===== src/rtl/mem_port_arbiter.sv =====
// mem_port_arbiter
//   Shares one single-port, variable-latency memory between the instruction
//   fetch port and the load/store port of the multicycle core. At most one
//   memory transaction is outstanding; its response is routed back to the
//   port that issued it, and the core-wide stall is derived here.
//
// Ports
//   clk, reset                 clock (rising edge) / async active-low reset
//   if_req, if_addr            fetch request and address (held until if_valid)
//   if_rdata, if_valid         fetched word and one-cycle completion pulse
//   d_req, d_we, d_addr,       load/store request, direction, address,
//   d_wdata, d_be              store data and byte enables (held until d_valid)
//   d_rdata, d_valid           load data and one-cycle completion pulse
//   mem_req, mem_we, mem_addr, memory request and registered payload,
//   mem_wdata, mem_be          held stable until mem_gnt
//   mem_gnt, mem_rvalid,       memory accept, response strobe (also write ack)
//   mem_rdata                  and read data
//   stall                      core must hold state while a request is open
//   err                        sticky watchdog timeout flag
//
// Build option
//   MEM_ARB_TIMEOUT_EN: when defined, a watchdog abandons a transaction after
//   TIMEOUT_CYCLES cycles in ISSUE/WAIT, completes it with rdata=0 and sets
//   err. When undefined there is no counter and err is tied low.

module mem_port_arbiter #(
  parameter int unsigned ADDR_W         = 32,
  parameter int unsigned DATA_W         = 32,
  parameter int unsigned TIMEOUT_CYCLES = 64
) (
  input  logic                clk,
  input  logic                reset,
  input  logic                if_req,
  input  logic [ADDR_W-1:0]   if_addr,
  output logic [DATA_W-1:0]   if_rdata,
  output logic                if_valid,
  input  logic                d_req,
  input  logic                d_we,
  input  logic [ADDR_W-1:0]   d_addr,
  input  logic [DATA_W-1:0]   d_wdata,
  input  logic [DATA_W/8-1:0] d_be,
  output logic [DATA_W-1:0]   d_rdata,
  output logic                d_valid,
  output logic                mem_req,
  output logic                mem_we,
  output logic [ADDR_W-1:0]   mem_addr,
  output logic [DATA_W-1:0]   mem_wdata,
  output logic [DATA_W/8-1:0] mem_be,
  input  logic                mem_gnt,
  input  logic                mem_rvalid,
  input  logic [DATA_W-1:0]   mem_rdata,
  output logic                stall,
  output logic                err
);

  localparam int unsigned BE_W = DATA_W / 8;

  typedef enum logic [1:0] {
    S_IDLE,
    S_ISSUE,
    S_WAIT
  } state_t;

  typedef enum logic {
    OWN_FETCH,
    OWN_DATA
  } owner_t;

  state_t            state_q, state_d;
  // Owner of the current (or most recent) transaction; it doubles as the
  // last-owner record that drives alternation under contention.
  owner_t            owner_q, owner_d;
  logic              mem_req_q, mem_req_d;
  logic              mem_we_q, mem_we_d;
  logic [ADDR_W-1:0] mem_addr_q, mem_addr_d;
  logic [DATA_W-1:0] mem_wdata_q, mem_wdata_d;
  logic [BE_W-1:0]   mem_be_q, mem_be_d;
  logic [DATA_W-1:0] if_rdata_q, if_rdata_d;
  logic              if_valid_q, if_valid_d;
  logic [DATA_W-1:0] d_rdata_q, d_rdata_d;
  logic              d_valid_q, d_valid_d;
  logic              complete;

`ifdef MEM_ARB_TIMEOUT_EN
  localparam int unsigned      CNT_W    = $clog2(TIMEOUT_CYCLES + 1);
  localparam logic [CNT_W-1:0] CNT_LAST = CNT_W'(TIMEOUT_CYCLES - 1);

  logic [CNT_W-1:0] cnt_q, cnt_d;
  logic             err_q, err_d;
`endif

  always_ff @(posedge clk or negedge reset) begin
    if (!reset) begin
      state_q     <= S_IDLE;
      owner_q     <= OWN_FETCH;
      mem_req_q   <= 1'b0;
      mem_we_q    <= 1'b0;
      mem_addr_q  <= '0;
      mem_wdata_q <= '0;
      mem_be_q    <= '0;
      if_rdata_q  <= '0;
      if_valid_q  <= 1'b0;
      d_rdata_q   <= '0;
      d_valid_q   <= 1'b0;
`ifdef MEM_ARB_TIMEOUT_EN
      cnt_q       <= '0;
      err_q       <= 1'b0;
`endif
    end else begin
      state_q     <= state_d;
      owner_q     <= owner_d;
      mem_req_q   <= mem_req_d;
      mem_we_q    <= mem_we_d;
      mem_addr_q  <= mem_addr_d;
      mem_wdata_q <= mem_wdata_d;
      mem_be_q    <= mem_be_d;
      if_rdata_q  <= if_rdata_d;
      if_valid_q  <= if_valid_d;
      d_rdata_q   <= d_rdata_d;
      d_valid_q   <= d_valid_d;
`ifdef MEM_ARB_TIMEOUT_EN
      cnt_q       <= cnt_d;
      err_q       <= err_d;
`endif
    end
  end

  always_comb begin
    state_d     = state_q;
    owner_d     = owner_q;
    mem_req_d   = mem_req_q;
    mem_we_d    = mem_we_q;
    mem_addr_d  = mem_addr_q;
    mem_wdata_d = mem_wdata_q;
    mem_be_d    = mem_be_q;
    if_rdata_d  = if_rdata_q;
    if_valid_d  = 1'b0;
    d_rdata_d   = d_rdata_q;
    d_valid_d   = 1'b0;
    complete    = 1'b0;
`ifdef MEM_ARB_TIMEOUT_EN
    cnt_d       = cnt_q;
    err_d       = err_q;
`endif

    case (state_q)
      S_IDLE: begin
        // While a valid pulse is out the requester still holds its old
        // request, so acceptance waits one cycle to avoid re-issuing it.
        // Stray mem_gnt/mem_rvalid are ignored here by construction.
        if (!if_valid_q && !d_valid_q && (if_req || d_req)) begin
          if (d_req && (!if_req || owner_q == OWN_FETCH)) begin
            owner_d     = OWN_DATA;
            mem_we_d    = d_we;
            mem_addr_d  = d_addr;
            mem_wdata_d = d_wdata;
            mem_be_d    = d_we ? d_be : '1;
          end else begin
            owner_d     = OWN_FETCH;
            mem_we_d    = 1'b0;
            mem_addr_d  = if_addr;
            mem_wdata_d = '0;
            mem_be_d    = '1;
          end
          mem_req_d = 1'b1;
          state_d   = S_ISSUE;
`ifdef MEM_ARB_TIMEOUT_EN
          cnt_d     = '0;
`endif
        end
      end
      S_ISSUE: begin
        if (mem_gnt) begin
          mem_req_d = 1'b0;
          if (mem_rvalid) begin
            complete = 1'b1;
          end else begin
            state_d = S_WAIT;
          end
        end
      end
      S_WAIT: begin
        if (mem_rvalid) begin
          complete = 1'b1;
        end
      end
      default: begin
        state_d   = S_IDLE;
        mem_req_d = 1'b0;
      end
    endcase

    if (complete) begin
      state_d = S_IDLE;
      if (owner_q == OWN_DATA) begin
        d_rdata_d = mem_rdata;
        d_valid_d = 1'b1;
      end else begin
        if_rdata_d = mem_rdata;
        if_valid_d = 1'b1;
      end
    end
`ifdef MEM_ARB_TIMEOUT_EN
    else if (state_q != S_IDLE) begin
      // Watchdog expiry overrides a grant without response in the same cycle.
      if (cnt_q == CNT_LAST) begin
        state_d   = S_IDLE;
        mem_req_d = 1'b0;
        err_d     = 1'b1;
        if (owner_q == OWN_DATA) begin
          d_rdata_d = '0;
          d_valid_d = 1'b1;
        end else begin
          if_rdata_d = '0;
          if_valid_d = 1'b1;
        end
      end else begin
        cnt_d = cnt_q + 1'b1;
      end
    end
`endif
  end

  assign mem_req   = mem_req_q;
  assign mem_we    = mem_we_q;
  assign mem_addr  = mem_addr_q;
  assign mem_wdata = mem_wdata_q;
  assign mem_be    = mem_be_q;
  assign if_rdata  = if_rdata_q;
  assign if_valid  = if_valid_q;
  assign d_rdata   = d_rdata_q;
  assign d_valid   = d_valid_q;
  assign stall     = (if_req & ~if_valid_q) | (d_req & ~d_valid_q);

`ifdef MEM_ARB_TIMEOUT_EN
  assign err = err_q;
`else
  assign err = 1'b0;
`endif

endmodule


===== config.mk =====
export PLATFORM = sky130hd
export DESIGN_NAME = mem_port_arbiter
export DESIGN_NICKNAME = d
export VERILOG_FILES = /design/src/rtl/mem_port_arbiter.sv
export SDC_FILE = /design/constraint.sdc
export NUM_CORES = 1
export LEC_CHECK = 0
export ABC_AREA = 1
export CAP_MARGIN = 20
export CELL_PAD_IN_SITES_DETAIL_PLACEMENT = 0
export CELL_PAD_IN_SITES_GLOBAL_PLACEMENT = 1
export CORE_ASPECT_RATIO = 1.5
export CORE_MARGIN = 5
export CORE_UTILIZATION = 29
export CTS_CLUSTER_DIAMETER = 60
export DETAILED_ROUTE_END_ITERATION = 10
export GPL_ROUTABILITY_DRIVEN = 0
export GPL_TIMING_DRIVEN = 0
export PLACE_DENSITY = 0.86
export SETUP_SLACK_MARGIN = 0.2
export SYNTH_ARGS = -nofsm -noshare
export SYNTH_HDL_FRONTEND = slang
export SYNTH_SLANG_ARGS = --single-unit

===== constraint.sdc =====
create_clock -name clk -period 2.1 [get_ports clk]
set_input_delay 0.315 -clock clk [delete_from_list [all_inputs] [get_ports clk]]
set_output_delay 0.315 -clock clk [all_outputs]
set_load 0.1 [all_outputs]

==> summary.md, run 1 <==
| Metric | Value |
|---|---|
| Aggregate global routing overflow | `0` |
| Commonest cells after routing, fill and taps aside | `276 x nand2_1, 139 x dfrtp_1, 137 x clkdlybuf4s50_1` |
| Mapped cell area | `0.005832 mm2` |
| Xor-xnor portion of the synthesized cell area | `0%` |
| Top cells by area, synth | `dfrtp_1 60%, nand2_1 18%, nand3_1 5.7%` |
| Final hold viol count | `0` |
| I/O pins | `277` |
| Largest net degree at the start of global routing | `91` |
| Worst-Skew Late Latency | `0.42 ns` |
| First-pass GRT wire length | `32250 um` |
| Final setup vio count | `0` |
| Fin crit share | `86.23%` |
| Hold slack final | `0.4358 ns` |
| Initial antenna violation count | `0` |
| Number of global-route vias before repair | `5855` |
| Die Ht | `183.7 um` |
| DR WL/cell | `16.36 um` |
| CTS root buf | `clkbuf_16` |
| Clk pin slew, worst setup/hold paths | `0.07 ns` |
| Post-Synth Simple-Gate Area | `24.67%` |
| Critical-path cell list | `o22ai_4 > buf_2` |
| Synth Register Bits | `139` |
| Die footprint | `0.02310 mm2` |
| Initial core utilization | `29.48%` |
| Adder-cell area share of the yosys netlist | `0.6436%` |
| Crit path required time | `1.78 ns` |
| Final Worst Setup Slack | `0.2892 ns` |
| RSZ-0062 raised after global routing | `yes` |
| Crit end category | `primary output` |
| CP max stage delay | `0.45 ns` |
| Leading area contributor after synthesis | `dfrtp_1` |
| Worst-Margin Slew | `0.5889 ns` |
| Final slew viol count | `0` |
| Netlist cell types | `23` |
| DR vias/cell | `4.574` |
| CP Launch Type | `register` |
| Slew headroom | `60.93%` |
| Worst Hold Class | `in -> async` |
| Mux share of post-synthesis cell area | `0%` |
| CTS buffer count | `17` |
| Mapped Nets | `803` |
| Max-cap violations | `0` |
| Commonest non-fill, non-tap cell in the layout | `nand2_1` |
| Status | `complete, no violations` |
| Crit-path slowest cell | `buf_2` |
| Number of H-tree levels | `4` |
| Sequential fraction of the synthesis area | `59.64%` |
| Fin area | `0.009773 mm2` |
| Layout cells sized above 1 | `21.83%` |
| Top-area cell type share of the netlist area | `59.64%` |
| Setup Skew | `0.008990 ns` |
| Final layout net count | `1100` |
| Total core area | `0.01979 mm2` |
| HPWL Detailed | `15320 um` |
| Residual DRC | `0` |
| DR iter-0 viols | `300` |
| Drt pass-1 iters | `4` |
| Die Wd | `125.8 um` |
| Top delay family on crit path | `buffers and inverters` |
| Longest Clk Path Bufs | `2` |
| F_max | `0.5522 GHz` |
| Fin cells | `1231` |
| Final worst path period need | `1.811 ns` |
| CP Class | `reg -> out` |
| Largest family of logic cells by synthesized area | `simple AND/OR/NAND/NOR gates` |
| Synth Area in Compound Gates | `10.53%` |
| Row count | `63` |
| DP Cell Count | `1197` |
| Max FO, Critical Path | `3` |
| Dpl ws | `-0.4300 ns` |
| Vias | `5630` |
| Worst EP arrival | `1.50 ns` |
| Total global routing track utilization | `17.51%` |
| Placed standard-cell area | `0.008952 mm2` |
| Ant. Diodes | `0` |
| WP buf/inv | `1` |
| DRT Wirelength | `20140 um` |
| Mapped Cells | `661` |
| Ys Warns | `0` |
| CTS tree | `yes` |
| Clk sinks | `139` |
| IO Port Bufs | `275` |
| Synth Area per Inst | `8.823 um2` |
| Layout Area Growth over Synthesis | `67.58%` |
| Routed Antenna Nets | `0` |
[sequential cells by signal, summed over array words and instances (netlist names)]
signal,cells
mem_we,1
d_valid,1
mem_be,4
if_valid,1
mem_wdata,32
mem_req,1
d_rdata,32
state_q,2
if_rdata,32
mem_addr,32
owner_q,1
[repair_timing]
action | in CTS | in global routing
setup endpoints to repair | 171 | 122
hold buffers | 1 | 0
hold endpoints to repair | 49 | 0
setup buffers | 0 | 1
gates resized for setup | 416 | 21
pin swaps | 0 | 1
[stage by stage]
step	util, %	TNS, ns
3_3_place_gp	45.10	-724.50
2_1_floorplan	-	0
6_report	49.40	0
3_5_place_dp	45.25	-2.603
5_1_grt	49.40	0
4_1_cts	49.24	0
[path summary, 6_finish.rpt]
path,from,end,slack [ns],depth (start not counted)
max,if_valid,stall,0.29,2
min,reset,mem_wdata[3],0.44,2
max reg2reg,state_q[0],mem_wdata[15],0.33,9
min reg2reg,mem_wdata[17],mem_wdata[17],0.48,2
max in group asynchronous,reset,d_valid,0.81,3
min in group clk,d_wdata[4],mem_wdata[4],0.45,3
[routing by layer]
layer / vias up / part of all wire (%) / GRT usage, %
met5: - / 0 / 0
met3: 23 / 7.6 / 5.640
met2: 185 / 54 / 32.21
li1: 2738 / - / -
met1: 2684 / 37 / 19.31
met4: 0 / 1.7 / 5.024
[cell usage after synthesis]
master	n
dfrtp_1	139
buf_2	18
nand3b_1	1
o21ai_1	4
nand3_1	67
o21a_1	32
nor2_4	1
a21boi_0	1
nor3_1	4
inv_2	3
buf_6	2
clkbuf_1	19
o22ai_1	1
nor2_1	5
o21ai_0	67
buf_4	3
a21oi_1	1
nand2_2	1
conb_1	1
ha_1	3
inv_1	9
nand2_1	277
buf_1	2
[cells by family after synthesis]
| logic type | after synthesis |
|---|---|
| compound gates | 106 |
| fa+ha+maj | 3 |
| buf+inv | 56 |
| flops | 139 |
| other cells | 1 |
| simple gates | 356 |
[area by class of cell]
type	count	area [um2]
Clock buffer	17	425.4
Inverter	12	45.04
Sequential cell	139	3478
Timing Repair Buffer	278	2977
Tap cell	260	325.3
Fill cell	1881	10010
Multi-Input combinational cell	466	2118
Buffer	44	227.7
Clock inverter	15	176.4
Power of run 1 is left out: the tool's default activity adds up to more than one toggle a clock period on the data nets, which glitch-free logic cannot reach.
==> run 2: changes to the inputs <==
Settings changed: SKIP_LAST_GASP set to 1, SLEW_MARGIN set to 40.
==> run 2 against run 1 <==
Register-to-register slack better by 0.04 ns; count of clock-buffer cells in the layout is 1 higher; global-route usage about the same; core utilization is 4.1 points lower; critical path type unchanged.
==> summary.md, run 2 (synthesis results as in run 1) <==
| Metric | Value |
|---|---|
| Die Ht | `183.7 um (unchanged)` |
| Slew headroom | `65.64% (+4.7 points)` |
| Number of H-tree levels | `4 (unchanged)` |
| Status | `complete, no violations` |
| Worst Hold Class | `in -> async` |
| Max FO, Critical Path | `3 (unchanged)` |
| Layout Area Growth over Synthesis | `53.57%` |
| Commonest non-fill, non-tap cell in the layout | `nand2_1` |
| Initial core utilization | `29.48% (unchanged)` |
| Clk sinks | `139 (unchanged)` |
| Fin crit share | `86.08% (-0.15 points)` |
| Commonest cells after routing, fill and taps aside | `276 x nand2_1, 154 x buf_2, 139 x dfrtp_1` |
| Aggregate global routing overflow | `0 (unchanged)` |
| CTS buffer count | `17 (unchanged)` |
| Ant. Diodes | `0 (unchanged)` |
| R2R cell count | `8 (-1)` |
| IO Port Bufs | `275 (unchanged)` |
| Fillers | `1979 (+5.2%)` |
| Final setup vio count | `0 (unchanged)` |
| Final slew viol count | `0 (unchanged)` |
| Largest net degree at the start of global routing | `61 (-33%)` |
| Worst-Margin Slew | `0.5190 ns (-0.06988 ns)` |
| Die Wd | `125.8 um (unchanged)` |
| Final layout net count | `1101 (+0.091%)` |
| Drt pass-1 iters | `4 (unchanged)` |
| Setup Skew | `0.009264 ns (+0.0002738 ns)` |
| Die footprint | `0.02310 mm2 (unchanged)` |
| DR vias/cell | `4.548 (-0.56%)` |
| Number of global-route vias before repair | `5940 (+1.5%)` |
| Worst-Skew Late Latency | `0.41 ns (about the same)` |
| DR WL/cell | `16.39 um (+0.16%)` |
| Total global routing track utilization | `17.52% (about the same)` |
| CP Class | `reg -> out` |
| DR iter-0 viols | `253 (-16%)` |
| Worst Setup SP | `if_valid` |
| CTS root buf | `clkbuf_16` |
| Total core area | `0.01979 mm2 (unchanged)` |
| I/O pins | `277 (unchanged)` |
| Row count | `63 (unchanged)` |
| DRT Wirelength | `20190 um (+0.24%)` |
| F_max | `0.5532 GHz (+0.17%)` |
| Initial antenna violation count | `0 (unchanged)` |
| Worst reg2reg startpoint | `owner_q` |
| Longest Clk Path Bufs | `2 (unchanged)` |
| Routed Antenna Nets | `0 (unchanged)` |
| Worst R2R Setup Slack | `0.37 ns (+0.04 ns)` |
| Final worst path period need | `1.808 ns (-0.003120 ns)` |
| RSZ-0062 raised after global routing | `no` |
| Residual DRC | `0 (unchanged)` |
| Final hold viol count | `0 (unchanged)` |
| HPWL Detailed | `15590 um (+1.7%)` |
| Crit path required time | `1.78 ns (about the same)` |
| First-pass GRT wire length | `32360 um (+0.34%)` |
| CTS tree | `yes` |
| Setup tns final | `0 ns (unchanged)` |
| Layout cells sized above 1 | `22.12% (+0.29 points)` |
| Vias | `5603 (-0.48%)` |
| Max-cap violations | `0 (unchanged)` |
| Clk pin slew, worst setup/hold paths | `0.06 ns (about the same)` |
| Worst EP arrival | `1.49 ns (about the same)` |
| Reg-to-reg endpoint | `mem_addr[12]` |
| CP Launch Type | `register` |
| Crit end category | `primary output` |
-- run 2: worst max path at each step --
| stage | endpoint | slack (ns) | depth (start not counted) |
|---|---|---|---|
| after floorplan | mem_be[0] | 0.24 | 7 |
| after global placement | if_rdata[21] | -5.22 | 1 |
| after detailed placement | mem_addr[8] | -0.13 | 8 |
| after CTS | d_rdata[22] | 0.20 | 9 |
| after global routing | mem_wdata[16] | 0.20 | 7 |
| final | stall | 0.29 | 2 |
-- run 2: repair_timing --
| item | 4_1_cts | 5_1_grt |
|---|---|---|
| endpoints found under the setup margin | 12 | 122 |
| setup buffers | 0 | 1 |
| pin swaps | 0 | 1 |
| resized for setup | 3 | 38 |
| hold endpoints to repair | 34 | 0 |
| hold buffers | 1 | 0 |
-- run 2: metal layers --
metal | global-route usage (%) | share of wire [%]
met4 | 5.067 | 1.7
met5 | 0 | 0
met1 | 19.14 | 38
met2 | 32.25 | 53
met3 | 5.814 | 7.2
-- run 2: metrics by stage --
| stage | setup slack (ns) | instances | util, % | hold WS [ns] | instance area [um2] |
|---|---|---|---|---|---|
| 6_report | 0.2923 | 1232 | 45.27 | 0.3558 | 8956 |
| 4_1_cts | 0.1965 | 1231 | 45.03 | 0.3495 | 8910 |
| 3_5_place_dp | -0.1312 | 1198 | 41.94 | 0.2073 | 8298 |
| 5_1_grt | 0.2010 | 1232 | 45.27 | 0.3679 | 8956 |
| 2_1_floorplan | 0.2360 | 661 | - | 0.01941 | 5846 |
| 3_3_place_gp | -5.218 | 1196 | 45.10 | 0.4619 | 8924 |
-- run 2: critical path, stage by stage, from the launching register on --
cell and delay [ns]:
dfrtp_1 0.43, o22ai_4 0.20, buf_2 0.45
-- run 2: final cells by class --
| type | count | area, um2 | share of cell area [%] |
|---|---|---|---|
| clock buffers | 18 | 439.2 | 4.904 |
| repair buffers | 279 | 2157 | 24.08 |
| multi-input cells | 466 | 2118 | 23.65 |
| inverters | 12 | 45.04 | 0.5029 |
| well taps | 260 | 325.3 | 3.632 |
| flip-flops and latches | 139 | 3478 | 38.84 |
| clock inverters | 14 | 157.7 | 1.760 |
| plain buffers | 44 | 235.2 | 2.626 |
Power of run 2 is left out for the same reason.
